`config.mk`:
```
export PLATFORM = sky130hd
export DESIGN_NAME = rr_mux_arbiter
export DESIGN_NICKNAME = d
export VERILOG_FILES = /design/src/rtl/rr_mux_arbiter_pkg.sv /design/src/rtl/bN_mux_N_1.sv /design/src/rtl/rr_pick.sv /design/src/rtl/rr_mux_arbiter.sv
export SDC_FILE = /design/constraint.sdc
export NUM_CORES = 1
export LEC_CHECK = 0
export ABC_CLOCK_PERIOD_IN_PS = 6050
export BUFFER_PORTS_ARGS = -buffer_cell sky130_fd_sc_hd__buf_2
export CAP_MARGIN = 0
export CORE_AREA = 2 2 39 41
export CTS_BUF_LIST = sky130_fd_sc_hd__clkbuf_4
export DETAILED_ROUTE_END_ITERATION = 7
export DIE_AREA = 0 0 41 43
export GPL_TIMING_DRIVEN = 1
export PLACE_DENSITY = 0.67
export SLEW_MARGIN = 20
export SYNTH_ARGS = -nofsm -noshare
export SYNTH_HDL_FRONTEND = slang
export SYNTH_HIERARCHICAL = 1
export SYNTH_SLANG_ARGS = --single-unit
```
`constraint.sdc`:
```
create_clock -name clk -period 6.05 [get_ports clk]
set_input_delay 1.5125 -clock clk [delete_from_list [all_inputs] [get_ports clk]]
set_output_delay 1.5125 -clock clk [all_outputs]
set_load 0.05 [all_outputs]
```
`src/rtl/rr_mux_arbiter_pkg.sv`:
```
// rr_mux_arbiter_pkg: shared state type for the round-robin mux arbiter
package rr_mux_arbiter_pkg;
  typedef enum logic {IDLE, HOLD} state_e;
endpackage

```
`src/rtl/bN_mux_N_1.sv`:
```
// bN_mux_N_1: parameterised N:1 mux; d packed words in, sel index in, y selected word out
module bN_mux_N_1 #(
  parameter int DATA_WIDTH = 2,
  parameter int ADDR_WIDTH = 2
) (
  input  logic [2**ADDR_WIDTH-1:0][DATA_WIDTH-1:0] d,
  input  logic [ADDR_WIDTH-1:0]                    sel,
  output logic [DATA_WIDTH-1:0]                    y
);
  assign y = d[sel];
endmodule

```
`src/rtl/rr_pick.sv`:
```
// rr_pick: combinational cyclic priority picker; req/ptr in, any (some request) and w (first request at or after ptr) out
module rr_pick #(
  parameter int ADDR_WIDTH = 2
) (
  input  logic [2**ADDR_WIDTH-1:0] req,
  input  logic [ADDR_WIDTH-1:0]    ptr,
  output logic                     any,
  output logic [ADDR_WIDTH-1:0]    w
);
  localparam int N = 2**ADDR_WIDTH;
  logic [ADDR_WIDTH-1:0] idx;
  always_comb begin
    any = |req;
    w = '0;
    idx = '0;
    for (int k = N-1; k >= 0; k--) begin
      idx = ptr + ADDR_WIDTH'(k);
      if (req[idx]) w = idx;
    end
  end
endmodule

```
`src/rtl/rr_mux_arbiter.sv`:
```
// rr_mux_arbiter: round-robin N:1 capture arbiter; req/d in, one-hot gnt out, registered out_data/out_sel/out_valid with out_ready handshake
module rr_mux_arbiter
  import rr_mux_arbiter_pkg::*;
#(
  parameter int DATA_WIDTH = 2,
  parameter int ADDR_WIDTH = 2
) (
  input  logic                                     clk,
  input  logic                                     rst_n,
  input  logic [2**ADDR_WIDTH-1:0]                 req,
  input  logic [2**ADDR_WIDTH-1:0][DATA_WIDTH-1:0] d,
  output logic [2**ADDR_WIDTH-1:0]                 gnt,
  output logic                                     out_valid,
  input  logic                                     out_ready,
  output logic [DATA_WIDTH-1:0]                    out_data,
  output logic [ADDR_WIDTH-1:0]                    out_sel
);
  localparam int N = 2**ADDR_WIDTH;
  state_e state_q, state_d;
  logic [DATA_WIDTH-1:0] data_q, data_d, mux_y;
  logic [ADDR_WIDTH-1:0] sel_q, sel_d, ptr_q, ptr_d, w;
  logic any, grant;
  rr_pick #(.ADDR_WIDTH(ADDR_WIDTH)) u_pick (
    .req(req),
    .ptr(ptr_q),
    .any(any),
    .w(w)
  );
  bN_mux_N_1 #(.DATA_WIDTH(DATA_WIDTH), .ADDR_WIDTH(ADDR_WIDTH)) u_mux (
    .d(d),
    .sel(w),
    .y(mux_y)
  );
  always_comb begin
    grant = rst_n && (state_q == IDLE || out_ready) && any;
    gnt = grant ? N'(1) << w : '0;
    state_d = grant ? HOLD : (state_q == HOLD && out_ready) ? IDLE : state_q;
    data_d = grant ? mux_y : data_q;
    sel_d = grant ? w : sel_q;
    ptr_d = grant ? w + 1'b1 : ptr_q;
  end
  always_ff @(posedge clk or negedge rst_n) begin
    if (!rst_n) begin
      state_q <= IDLE;
      data_q <= '0;
      sel_q <= '0;
      ptr_q <= '0;
    end else begin
      state_q <= state_d;
      data_q <= data_d;
      sel_q <= sel_d;
      ptr_q <= ptr_d;
    end
  end
  assign out_valid = state_q == HOLD;
  assign out_data = data_q;
  assign out_sel = sel_q;
endmodule

```
# Yosys cells after proc, flatten, opt, wreduce, memory -nomap -nowiden
# Cells that the tools add are included.
[word_totals]
output_inout_bits = 9
in_bits = 15
word_cells = 38
reg_bits = 7
[classes]
reduce_logical = 6
magnitude_cmp = 5
mux = 17
n_addsub = 4
bitwise_logic = 1
n_shift = 1
[ops]
columns = ["cell", "count"]
rows = [
  ["$lt A2 B3 Y1 const B", 5],
  ["$mux W2", 5],
  ["$bmux W1 S2", 4],
  ["$mux W1", 6],
  ["$add A2 B1 Y2 const B", 2],
  ["$add A2 B2 Y2 const B", 2],
  ["$bmux W2 S2", 1],
  ["$mux W4", 1],
  ["$reduce_or A4 Y1", 1],
  ["$shl A1 B2 Y4 const A", 1],
  ["$logic_and A1 B1 Y1", 3],
  ["$reduce_bool A2 Y1", 1],
  ["$logic_or A1 B1 Y1", 1],
  ["$not A1 Y1", 1],
]

# Depth between registers and ports, before layout
[logic_depth]
word_depth = 9
ltp_mapped = 6
mapped_depth_nobuf = 6

# Cells and area by module
# Netlist, hierarchy kept.
[modules_own_cells]
columns = ["module", "seq_area_each_um2", "instances", "area_per_inst_um2", "cells_per_inst"]
rows = [
  ["rr_mux_arbiter", 175.2, 1, 362.8, 28],
  ["rr_pick", 0.0, 1, 77.6, 13],
  ["bN_mux_N_1", 0.0, 1, 52.6, 2],
]

# Least setup slack after synthesis
# OpenSTA, ideal clock, no wires.
[synth_path]
kind = "input port to output port"
from = "input port req[3]"
to = "output port gnt[0]"
arrival_time_ns = 2.546
required_ns = 4.537
path_slack_ns = 1.991
path_stages = 5
n_path_buf = 0
cell_sequence = "mux2i_1 > a211oi_2 > inv_1 > ha_1 > and2_2"
[synth_via]
elab_chain_len = 8
word_cells_on_any_way = 16
classes_between = "1 x shift; 13 x mux; 2 x reduce/logical"
[synth_rtl]
columns = ["item", "line_no", "rtl"]
rows = [
  ["start: declaration", "rr_mux_arbiter.sv:10", "input logic [2**ADDR_WIDTH-1:0] req,"],
  ["$bmux W1 S2", "rr_pick.sv:18", "if (req[idx]) w = idx;"],
  ["$mux W1 (not written as such)", "rr_pick.sv:18", ""],
  ["$mux W2 (3 in a row)", "rr_pick.sv:18", ""],
  ["$mux W2 (*)", "rr_pick.sv:18", ""],
  ["named net w[0]", "rr_mux_arbiter.sv:21", "logic [ADDR_WIDTH-1:0] sel_q, sel_d, ptr_q, ptr_d, w;"],
  ["$shl A1 B2 Y4 (*)", "rr_mux_arbiter.sv:36", "gnt = grant ? N'(1) << w : '0;"],
  ["$mux W4 (*)", "rr_mux_arbiter.sv:36", ""],
  ["end: declaration", "rr_mux_arbiter.sv:12", "output logic [2**ADDR_WIDTH-1:0] gnt,"],
]
# The timed path passes the listed nets; every way through them passes the cells marked *. The select of a mux whose other input is x is not followed.

# Final worst setup path
# Same ends and word-level chain as after synthesis.

==> reports/metrics.sh <==
MIN_DELAY_WORST_ENDPOINT='out_data[1]'
GRT_FIRST_PASS_WIRELENGTH_UM=1440
CLOCK_SLEW_AT_REPORTED_PATH_FFS_NS=0.05
TIMING.FINAL.HOLD_VIOLATIONS=0
ROOT_BUFFER='sky130_fd_sc_hd__clkbuf_4'
GRT_ANTENNA_BEFORE_REPAIR=0
POWER.DENSITY_CELL_AREA_nW_PER_UM2=438
TIMING.REG2REG.WORST_PATH_DEPTH=4
PLACEABLECOREAREA_UM2=1380
WORST_SETUP_PATH_START_KIND='primary input'
TIMING.CRITICAL_PATH.REQUIRED_NS=4.54
NUMCLOCKSINKS=7
CTS_POST_SETUP_BUFFERS_INSERTED=0
TOTAL_POWER_mW=0.288
CTS.REPAIR.RESIZED=0
WIRELENGTH_UM=853
WORST_R2R_ENDPOINT='out_data[1]'
POWER_SWITCHING_mW=0.135
HOLDBUFCOUNTCTS=0
NUMBER_OF_UNIQUE_STANDARD_CELL_TYPES_USED_BY_SYNTHESIS=16
POST-ROUTE-MIN-PERIOD_NS=4.48
MAPPEDNETLISTAREA_UM2=493
POST-ROUTE-CELL-AREA_UM2=658
FLOW.AREA_GROWTH_FROM_SYNTHESIS_PCT=33.5
ROUTE.ANTENNA.REMAINING_NETS=0
RR_STARTPOINT='ptr_q[1]'
DRT-INITIAL-DRC-COUNT=2
CRITICAL_PATH.ENDPOINT_TYPE='output pin'
DRV_CAP=0
GRT_START_MAX_NET_PINS=11
SETUP-VIOLATIONS-FINAL=0
TOTALNEGATIVESETUPSLACK_NS=0
FINAL_LAYOUT_SIZE_SUFFIX_GT1_FRAC=0.557
REPORT.FINAL.SLEW_VIOL_COUNT=0
SETUP.WORST_PATH.CLASS='in2out'
FIN_NETS=90
DIE_HEIGHT_UM=43
RUN_STATUS='completed'
VIASPERCELL=4.85
PLACE.GP.CONGESTION=0.630
MAX_SLEW_HEADROOM_AT_THE_WORST_PIN=0.647
DIE-AREA_UM2=1760
ROW_COUNT=14
MIN-DELAY-START='out_data[1]'
DETAILEDPLACE.WORSTSLACK_NS=1.56
IO-PIN-COUNT=24
HOLDPATHSTAGES=1
FIN_WORST_SKEW_NS=0.00198
LAYOUT.CELLS.MOST_COMMON_LIST='23 x sky130_fd_sc_hd__buf_2, 7 x sky130_fd_sc_hd__dfrtp_1, 6 x sky130_fd_sc_hd__mux2_2'
MAXCLOCKFREQUENCY_MHz=223
INITIAL_UTILIZATION=0.356
SYNTH_SEQ_CELLS=7
SYN-INSTANCE-COUNT=43
WIRE_PER_INST_UM=9.92
MAX-CLOCK-PATH-BUFFERS=2
GRT_USAGE=0.120
DIE_X_UM=41
TIMING.FINAL.WS_SETUP_NS=1.57
MULTI_INPUT_AREA_UM2=303
REGAREA_UM2=175
LAYOUT_COMMONEST_CELL='sky130_fd_sc_hd__buf_2'
YOSYS_WARNINGS=6
CLOCK_POWER_SHARE=0.156
FINAL_CORE_UTIL=0.476
NFILLCELLS=132
FIRST_PASS_ITERS=2
POWER.SEQUENTIAL.FRACTION=0.286
FILLER_FREE_CELL_COUNT_OF_THE_FINISHED_DESIGN=86
TIGHTEST_SLEW_NS=0.529
TIMING.HOLD.WORST.CLASS='reg2reg'
GRT_SETUP_UNREPAIRED='false'
PWR-SHARE-COMB=0.558
ROUTE.DETAILED.DRC=0
PLACE.DETAILED.INSTANCES=82
CLK_LATENCY_NS=0.24
CRITPATHARRIVALTIME_NS=2.96
DPL_CELL_AREA_UM2=628
PERIOD_SHARE=0.740
SYNTH.NET_COUNT=62
CTS_HTREE_LEVELS=1
REG2REG_SLACK_NS=3.94
N_ANTENNA_CELL=0
YS_SEQ_AREA_FRAC=0.355
SYN_AREA_PER_CELL_UM2=11.5
CTS-BUFFERS-INSERTED=3
POWER.INTERNAL_mW=0.154
GR-TOTAL-OVERFLOW=0
POWER.SWITCHING_FRACTION=0.467
PORT-BUFFER-COUNT=23
GRT_PASS1_VIAS=385
CTS_TREE='yes'
WORSTPATHMAXFANOUT=6
HOLDWS_NS=0.502
P_LEAK_nW=0.343
NUMBER_OF_VIAS_IN_THE_ROUTED_LAYOUT=417
IR_WORST_VDD_mV=0.220
HPWL_UM=740
[per-layer routing]
layer  share of wire  GRT usage
met1            0.43      0.141
met2            0.48      0.191
met3           0.083     0.0314
met4               0     0.0600
met5               0          0
[power groups by stage]
| stage | clock (mW) | sequential (mW) | combinational, mW |
|---|---|---|---|
| global route | 0.0494 | 0.0860 | 0.172 |
| floorplan | 0 | 0.131 | 0.0773 |
| detailed placement | 0 | 0.0840 | 0.163 |
| finish | 0.0451 | 0.0824 | 0.161 |
| CTS | 0.0466 | 0.0832 | 0.163 |
| global placement | 0 | 0.0838 | 0.160 |
[cell type report]
type	count	share of cell area
well taps	16	0.0304
multi-input cells	32	0.460
clock buffers	4	0.0456
inverters	4	0.0228
flip-flops and latches	7	0.266
repair buffers	23	0.175
[worst max path at each step]
stage / cells after the start / slack (ns) / startpoint / to
finish: 7 / 1.57 / req[3] / gnt[0]
global route: 8 / 1.46 / req[1] / gnt[0]
CTS: 7 / 1.56 / req[3] / gnt[0]
detailed placement: 7 / 1.56 / req[3] / gnt[0]
global placement: 7 / 1.59 / req[3] / gnt[2]
floorplan: 5 / 1.99 / req[3] / gnt[0]
[cells in the mapped netlist]
cell type	instances	area [µm²]
sky130_fd_sc_hd__a21oi_4	1	16.3
sky130_fd_sc_hd__o21ai_0	1	5.00
sky130_fd_sc_hd__mux2i_1	1	10.0
sky130_fd_sc_hd__a21oi_1	1	5.00
sky130_fd_sc_hd__mux4_1	2	52.6
sky130_fd_sc_hd__ha_1	4	50.1
sky130_fd_sc_hd__nor3b_1	1	7.51
sky130_fd_sc_hd__nand2_1	3	11.3
sky130_fd_sc_hd__mux2_2	6	67.6
sky130_fd_sc_hd__nand2b_1	2	12.5
sky130_fd_sc_hd__inv_1	4	15.0
sky130_fd_sc_hd__a211oi_1	1	7.51
sky130_fd_sc_hd__dfrtp_1	7	175
sky130_fd_sc_hd__and2_2	4	30.0
sky130_fd_sc_hd__nor2_1	4	15.0
sky130_fd_sc_hd__a211oi_2	1	12.5
[state kept, by name, indices dropped and copies added (netlist names)]
name       flops
out_data       2
out_sel        2
ptr_q          2
out_valid      1
[critical path: stages]
cell and delay (ns):
sky130_fd_sc_hd__buf_2 0.11, sky130_fd_sc_hd__mux2i_1 0.09, sky130_fd_sc_hd__a211oi_2 0.51, sky130_fd_sc_hd__inv_1 0.16, sky130_fd_sc_hd__ha_1 0.22, sky130_fd_sc_hd__and2_2 0.16
sky130_fd_sc_hd__buf_2 0.20
[cells by family (layout without fill, tap and decap cells)]
kind of cell	count (synthesis)	in the layout	share of synthesized area
compound gates	5	5	0.0939
buf+inv	4	31	0.0304
fa+ha+maj	4	4	0.102
flops	7	7	0.355
mux	9	9	0.264
simple gates	14	14	0.155
Power figures use the tool's default switching activity.
